**config.mk**
```make
export PLATFORM = sky130hd
export DESIGN_NAME = mc_boot_ctrl
export DESIGN_NICKNAME = d
export VERILOG_FILES = /design/src/rtl/mc_pkg.sv /design/src/rtl/mc_boot_ctrl_spi_shift.sv /design/src/rtl/mc_boot_ctrl.sv
export SDC_FILE = /design/constraint.sdc
export NUM_CORES = 1
export LEC_CHECK = 0
export BUFFER_PORTS_ARGS = -buffer_cell sky130_fd_sc_hd__buf_4
export CORE_AREA = 4 4 82 84
export CTS_CLUSTER_SIZE = 30
export DETAILED_ROUTE_END_ITERATION = 10
export DIE_AREA = 0 0 86 88
export HOLD_SLACK_MARGIN = 0.15
export PLACE_DENSITY_LB_ADDON = 0.2
export SYNTH_ARGS = -nofsm -noshare
export SYNTH_HDL_FRONTEND = slang
export SYNTH_SLANG_ARGS = --single-unit
```
**constraint.sdc**
```tcl
create_clock -name clk_i -period 4.42 [get_ports clk_i]
set_clock_uncertainty 0.1 [all_clocks]
set_input_delay 0.663 -clock clk_i [delete_from_list [all_inputs] [get_ports clk_i]]
set_output_delay 0.663 -clock clk_i [all_outputs]
set_load 0.005 [all_outputs]
```
**src/rtl/mc_pkg.sv**
```systemverilog
// Shared definitions for the mc boot/run sequencer: FSM states and core constants.
package mc_pkg;

    typedef enum logic [3:0] {
        IDLE,
        CORE_RST0,
        SPI_HDR,
        SPI_BYTE,
        LD_SET,
        LD_PULSE,
        LD_GAP,
        CORE_RST1,
        READY
    } state_e;

    localparam int         MC_MEM_WORDS = 64;
    localparam logic [7:0] MC_RD_CMD    = 8'h03;

endpackage

```
**src/rtl/mc_boot_ctrl_spi_shift.sv**
```systemverilog
// SPI mode-0 bit shifter: drives sck/mosi MSB first, samples miso on rising sck,
// pulses done_o on the final falling edge of an nbits_i-bit transfer.
module mc_spi_shift #(
    parameter int CLK_DIV = 2
) (
    input  logic        clk_i,
    input  logic        rst_i,
    input  logic        start_i,
    input  logic [5:0]  nbits_i,
    input  logic [31:0] tx_i,
    input  logic        miso_i,
    output logic        sck_o,
    output logic        mosi_o,
    output logic [7:0]  rx_o,
    output logic        done_o
);

    localparam int             DIV_W    = (CLK_DIV > 1) ? $clog2(CLK_DIV) : 1;
    localparam logic [DIV_W-1:0] DIV_LAST = DIV_W'(CLK_DIV - 1);

    logic             active_q, active_d;
    logic             sck_q, sck_d;
    logic [DIV_W-1:0] div_q, div_d;
    logic [5:0]       bits_q, bits_d;
    logic [31:0]      sh_q, sh_d;
    logic [7:0]       rx_q, rx_d;
    logic             tick;

    assign tick   = active_q && (div_q == DIV_LAST);
    // done_o is independent of start_i so the parent may chain the next transfer in the same cycle.
    assign done_o = tick && sck_q && (bits_q == 6'd1);

    always_comb begin
        // NOTE: every next-state signal gets a default first, so no path can infer a latch.
        active_d = active_q;
        sck_d    = sck_q;
        div_d    = div_q;
        bits_d   = bits_q;
        sh_d     = sh_q;
        rx_d     = rx_q;
        if (start_i) begin
            active_d = 1'b1;
            sck_d    = 1'b0;
            div_d    = '0;
            bits_d   = nbits_i;
            sh_d     = tx_i;
        end else if (active_q) begin
            div_d = tick ? '0 : div_q + 1'b1;
            if (tick) begin
                sck_d = !sck_q;
                if (!sck_q) begin
                    rx_d = {rx_q[6:0], miso_i};
                end else begin
                    sh_d   = {sh_q[30:0], 1'b0};
                    bits_d = bits_q - 6'd1;
                    if (bits_q == 6'd1) active_d = 1'b0;
                end
            end
        end
    end

    always_ff @(posedge clk_i) begin
        // NOTE: reset is synchronous; state registers use non-blocking assignments only.
        if (rst_i) begin
            active_q <= 1'b0;
            sck_q    <= 1'b0;
            div_q    <= '0;
            bits_q   <= '0;
            sh_q     <= '0;
            rx_q     <= '0;
        end else begin
            active_q <= active_d;
            sck_q    <= sck_d;
            div_q    <= div_d;
            bits_q   <= bits_d;
            sh_q     <= sh_d;
            rx_q     <= rx_d;
        end
    end

    assign sck_o  = sck_q;
    assign mosi_o = sh_q[31];
    assign rx_o   = rx_q;

endmodule

```
**src/rtl/mc_boot_ctrl.sv**
```systemverilog
// Boot and run sequencer for the mc core: fetches the program from SPI flash,
// loads it through the core loader port, then gates run on instruction boundaries.
module mc_boot_ctrl
    import mc_pkg::*;
#(
    parameter int          PROG_BYTES = MC_MEM_WORDS,
    parameter int          CLK_DIV    = 2,
    parameter logic [23:0] FLASH_ADDR = 24'h000000,
    parameter logic [7:0]  RD_CMD     = MC_RD_CMD
) (
    input  logic       clk_i,
    input  logic       rst_i,
    input  logic       start,
    input  logic       run_req,
    input  logic       step_req,
    output logic       spi_cs_n,
    output logic       spi_sck,
    output logic       spi_mosi,
    input  logic       spi_miso,
    output logic       mc_rst_n,
    output logic       mc_loader_en,
    output logic       mc_load,
    output logic [7:0] mc_load_data,
    output logic       mc_run,
    output logic       busy,
    output logic       ready,
    output logic       halted
);

    state_e      state_q, state_d;
    logic        rst_cnt_q, rst_cnt_d;
    logic [6:0]  byte_cnt_q, byte_cnt_d, byte_nxt;
    logic [7:0]  ld_data_q, ld_data_d;
    logic        phase_q, phase_d;
    logic        step_pend_q, step_pend_d;
    logic        step_prev_q;
    logic        reboot_q, reboot_d;
    logic        boot_req, step_rise, run;
    logic        spi_start, spi_done;
    logic [5:0]  spi_nbits;
    logic [31:0] spi_tx;
    logic [7:0]  spi_rx;

    assign boot_req  = start || reboot_q;
    assign step_rise = step_req && !step_prev_q;
    assign byte_nxt  = byte_cnt_q + 7'd1;

    always_comb begin
        state_d     = state_q;
        rst_cnt_d   = rst_cnt_q;
        byte_cnt_d  = byte_cnt_q;
        ld_data_d   = ld_data_q;
        phase_d     = 1'b0;
        step_pend_d = 1'b0;
        reboot_d    = 1'b0;
        run         = 1'b0;
        spi_start   = 1'b0;
        spi_nbits   = 6'd8;
        spi_tx      = '0;
        unique case (state_q)
            IDLE: if (start) begin
                state_d   = CORE_RST0;
                rst_cnt_d = 1'b0;
            end
            CORE_RST0: begin
                rst_cnt_d = 1'b1;
                if (rst_cnt_q) begin
                    state_d    = SPI_HDR;
                    spi_start  = 1'b1;
                    spi_nbits  = 6'd32;
                    spi_tx     = {RD_CMD, FLASH_ADDR};
                    byte_cnt_d = '0;
                end
            end
            SPI_HDR: if (spi_done) begin
                state_d   = SPI_BYTE;
                spi_start = 1'b1;
            end
            SPI_BYTE: if (spi_done) begin
                state_d   = LD_SET;
                ld_data_d = spi_rx;
            end
            LD_SET:   state_d = LD_PULSE;
            LD_PULSE: state_d = LD_GAP;
            LD_GAP: begin
                byte_cnt_d = byte_nxt;
                if (byte_nxt < 7'(PROG_BYTES)) begin
                    state_d   = SPI_BYTE;
                    spi_start = 1'b1;
                end else begin
                    state_d   = CORE_RST1;
                    rst_cnt_d = 1'b0;
                end
            end
            CORE_RST1: begin
                rst_cnt_d = 1'b1;
                if (rst_cnt_q) state_d = READY;
            end
            READY: begin
                if (boot_req && !phase_q) begin
                    state_d   = CORE_RST0;
                    rst_cnt_d = 1'b0;
                end else begin
                    // A pending reboot only lets the current instruction finish.
                    run         = phase_q || (!boot_req && (run_req || step_pend_q));
                    phase_d     = phase_q ^ run;
                    reboot_d    = boot_req;
                    step_pend_d = step_pend_q ? !(run && !phase_q) : (step_rise && !run);
                end
            end
            default: state_d = IDLE;
        endcase
    end

    always_ff @(posedge clk_i) begin
        if (rst_i) begin
            state_q     <= IDLE;
            rst_cnt_q   <= 1'b0;
            byte_cnt_q  <= '0;
            ld_data_q   <= '0;
            phase_q     <= 1'b0;
            step_pend_q <= 1'b0;
            step_prev_q <= 1'b0;
            reboot_q    <= 1'b0;
        end else begin
            state_q     <= state_d;
            rst_cnt_q   <= rst_cnt_d;
            byte_cnt_q  <= byte_cnt_d;
            ld_data_q   <= ld_data_d;
            phase_q     <= phase_d;
            step_pend_q <= step_pend_d;
            step_prev_q <= step_req;
            reboot_q    <= reboot_d;
        end
    end

    mc_spi_shift #(.CLK_DIV(CLK_DIV)) u_shift (
        .clk_i   (clk_i),
        .rst_i   (rst_i),
        .start_i (spi_start),
        .nbits_i (spi_nbits),
        .tx_i    (spi_tx),
        .miso_i  (spi_miso),
        .sck_o   (spi_sck),
        .mosi_o  (spi_mosi),
        .rx_o    (spi_rx),
        .done_o  (spi_done)
    );

    assign spi_cs_n     = !(state_q inside {SPI_HDR, SPI_BYTE, LD_SET, LD_PULSE, LD_GAP});
    assign mc_loader_en = !spi_cs_n;
    assign mc_rst_n     = !(state_q inside {IDLE, CORE_RST0, CORE_RST1});
    assign mc_load      = (state_q == LD_PULSE);
    assign mc_load_data = ld_data_q;
    assign mc_run       = run;
    assign busy         = !(state_q inside {IDLE, READY});
    assign ready        = (state_q == READY);
    assign halted       = ready && !run;

endmodule
```
==> metrics.yaml <==
run_status:
  outcome: "complete, no violations"
clock_network:
  clk_pin_slew_worst_paths_ps: 90
  cts_buffer_depth: 2
  numCtsBuffers: 5
  cts_tree: "built"
  ctsHoldBuffers: 0
  cts.repair_timing.setup_buffer_count: 0
  cts_resized: 0
  worstSkewPairLatency_ps: 300
  cts-root-buf: "clkbuf_8"
  cts_sinks: 49
  h-tree-depth: 2
place:
  dpl_worst_slack_ps: 1986
  dp_hpwl_um: 3320
  io_buffers: 23
  gp_congestion: 0.8371
timing:
  finalSetupTns_ps: 0
  period_share_pct: 55.85
  drv_slew: 0
  fmax_mhz: 405.1
  worst_slack_ps: 1951
  hold_viol: 0
  tightest_slew_ps: 921.3
  finalSetupViolations: 0
  min_period_ps: 2469
  max_slew_margin_pct: 36.82
  rsz0062_at_grt: "no"
yosys:
  synth_nets: 272
  synth.distinct_cells: 50
  synthesis.area_mm2: 0.002322
  syn_avg_cell_area_um2: 8.830
  ys_warn_count: 0
  synthTopCellsByArea: "dfxtp_1, mux2i_1, nand2_1"
  ys_ff_latch: 49
  synth-seq-area-share_pct: 42.24
  yosys.area.top_type_share_pct: 42.24
  synth-edff-count: 0
  synth-main-ff-cell: "dfxtp_1"
  syn_inst: 263
  async_flop_share_pct: 0
  yosysTopAreaCell: "dfxtp_1"
hold_path:
  hold_class: "reg -> reg"
  hold_path_startpoint: "u_shift.sh_q[28]"
power_and_ir_drop:
  p_leak_nw: 1.007
  irDropWorstVdd_uv: 144.2
  total_power_w: 0.0008950
  p_per_area_mw_per_mm2: 343.9
global_routing:
  grt_antenna_before_repair: 0
  grt_max_degree: 30
  track_usage_pct: 13.95
  grt_pass1_vias: 1751
  grt_pass1_wl_um: 8404
  overflow: 0
drt:
  wl_per_cell_um: 13.74
  first_iter_violations: 237
  drc: 0
  dr.max_layer_used: "met4"
  wl_met1_um: 2362
  route.met2.wl_um: 2322
  dr_wl_met3_um: 119
  ant_nets: 0
  dr.pass1.iters: 5
  avgViaCountPerCell: 5.239
  wirelength_um: 4876
  dr_total_vias: 1860
critical_path:
  cp-start-kind: "flop"
  cp.arrival_ps: 2560
  r2r_start: "state_q[1]"
  crit_required_ps: 4520
  crit_path_start: "state_q[1]"
  crit_type: "reg -> reg"
  setup.worst_path.end_class: "flop"
  crit_fanout: 12
final_layout:
  antenna-diode-count: 0
  finish.utilization_pct: 43.96
  final_layout_size_suffix_gt1_share_pct: 15.00
  area_delta_synth_final_pct: 12.07
  finalNetCount: 288
floorplan:
  start_util_pct: 39.22
  placeableCoreArea_mm2: 0.005921
  fp.dieH_um: 88
  dieArea_mm2: 0.007568
  io_pins: 24
  die-width_um: 86
  num_rows: 28
job:
  maxCapViolations: 0
power breakdown:
group | total, W | internal (W) | switching (W)
registers | 0.000482 | 0.000457 | 0.0000241
clock network | 0.000276 | 0.000115 | 0.000160
logic | 0.000138 | 0.0000560 | 0.0000818
critical path: stages (launching register included):
cell and delay (ps):
dfxtp_1 490, nor4bb_1 340, buf_4 220, nand2_1 60, mux2i_1 730, or4_4 350, nor2_1 80
final cells by class:
class,count,area [um2]
timing repair buffer,24,180.2
multi-input combinational,190,1219
inverter,9,33.78
sequential,49,980.9
tap,75,93.84
fill,592,3318
clock inverter,3,26.28
clock buffer,5,68.82
metal layers:
layer	vias to the layer above	global-route usage (%)
li1	968	-
met1	867	18.63
met2	20	21.51
met3	5	3.481
met4	0	5.755
met5	-	0
through the flow:
step	instance area [um2]	instances	hold WS, ps
3_5_place_dp	2507	347	345.1
2_1_floorplan	2322	263	331.5
6_report	2603	355	357.2
4_1_cts	2603	355	359.1
3_3_place_gp	2507	347	338.7
5_1_grt	2603	355	377.5
cell usage in the layout, fill, tap and decap left out, drive strengths merged, types with 2 or more instances in the layout:
master / netlist / final
xnor2: 3 / 3
nand2: 33 / 33
nor2b: 2 / 2
mux2i: 19 / 19
dfxtp: 49 / 49
and2: 2 / 2
nand4: 3 / 3
nand2b: 3 / 3
a211oi: 3 / 3
xor2: 4 / 4
ha: 3 / 3
nor2: 25 / 25
nor3: 12 / 12
clkinvlp: 0 / 2
and3: 6 / 6
o31ai: 4 / 4
nor4: 5 / 5
a32oi: 2 / 2
or2: 4 / 4
clkbuf: 6 / 5
o21ai: 9 / 9
a21oi: 17 / 17
inv: 9 / 10
nor3b: 3 / 3
nor4b: 2 / 2
nand3: 7 / 7
buf: 9 / 24
or3: 3 / 3
final timing paths:
path	endpoint	slack (ps)	cells after the start
hold / removal	u_shift.sh_q[29]	360	2
setup / recovery	u_shift.div_q	1950	6
setup reg to reg	u_shift.div_q	1950	6
hold reg to reg	u_shift.sh_q[29]	360	2
cell usage after synthesis (all sizes together) (2+ instances only):
cell	number
a32oi	2
mux2i	19
and3	6
nand3	7
nor4b	2
o31ai	4
buf	9
nand2	33
o21ai	9
or3	3
nor3b	3
or2	4
nor2b	2
xor2	4
nor3	12
a211oi	3
nand4	3
a21oi	17
nand2b	3
and2	2
dfxtp	49
xnor2	3
clkbuf	6
inv	9
ha	3
nor4	5
nor2	25
logic make-up (layout without fill, tap and decap cells):
kind of cell             after synthesis  after routing  share of synthesized area, %
buffers and inverters                 24             41                         5.280
XOR/XNOR                               7              7                         2.640
flip-flops                            49             49                         42.24
adder cells (fa/ha/maj)                3              3                         1.617
AO/OA/AOI/OAI                         47             47                         13.25
multiplexers                          19             19                         8.190
AND/OR/NAND/NOR                      114            114                         26.78
registers in the layout (all words and copies together), names as in the netlist:
signal,count
u_shift.sh_q,8
u_shift.sck_o,1
u_shift.bits_q,6
u_shift.active_q,1
step_prev_q,1
u_shift.rx_o,8
mc_load_data,8
state_q,4
u_shift.div_q,1
phase_q,1
byte_cnt_q,7
reboot_q,1
rst_cnt_q,1
step_pend_q,1
No activity file was read; power rests on OpenSTA's default activity.
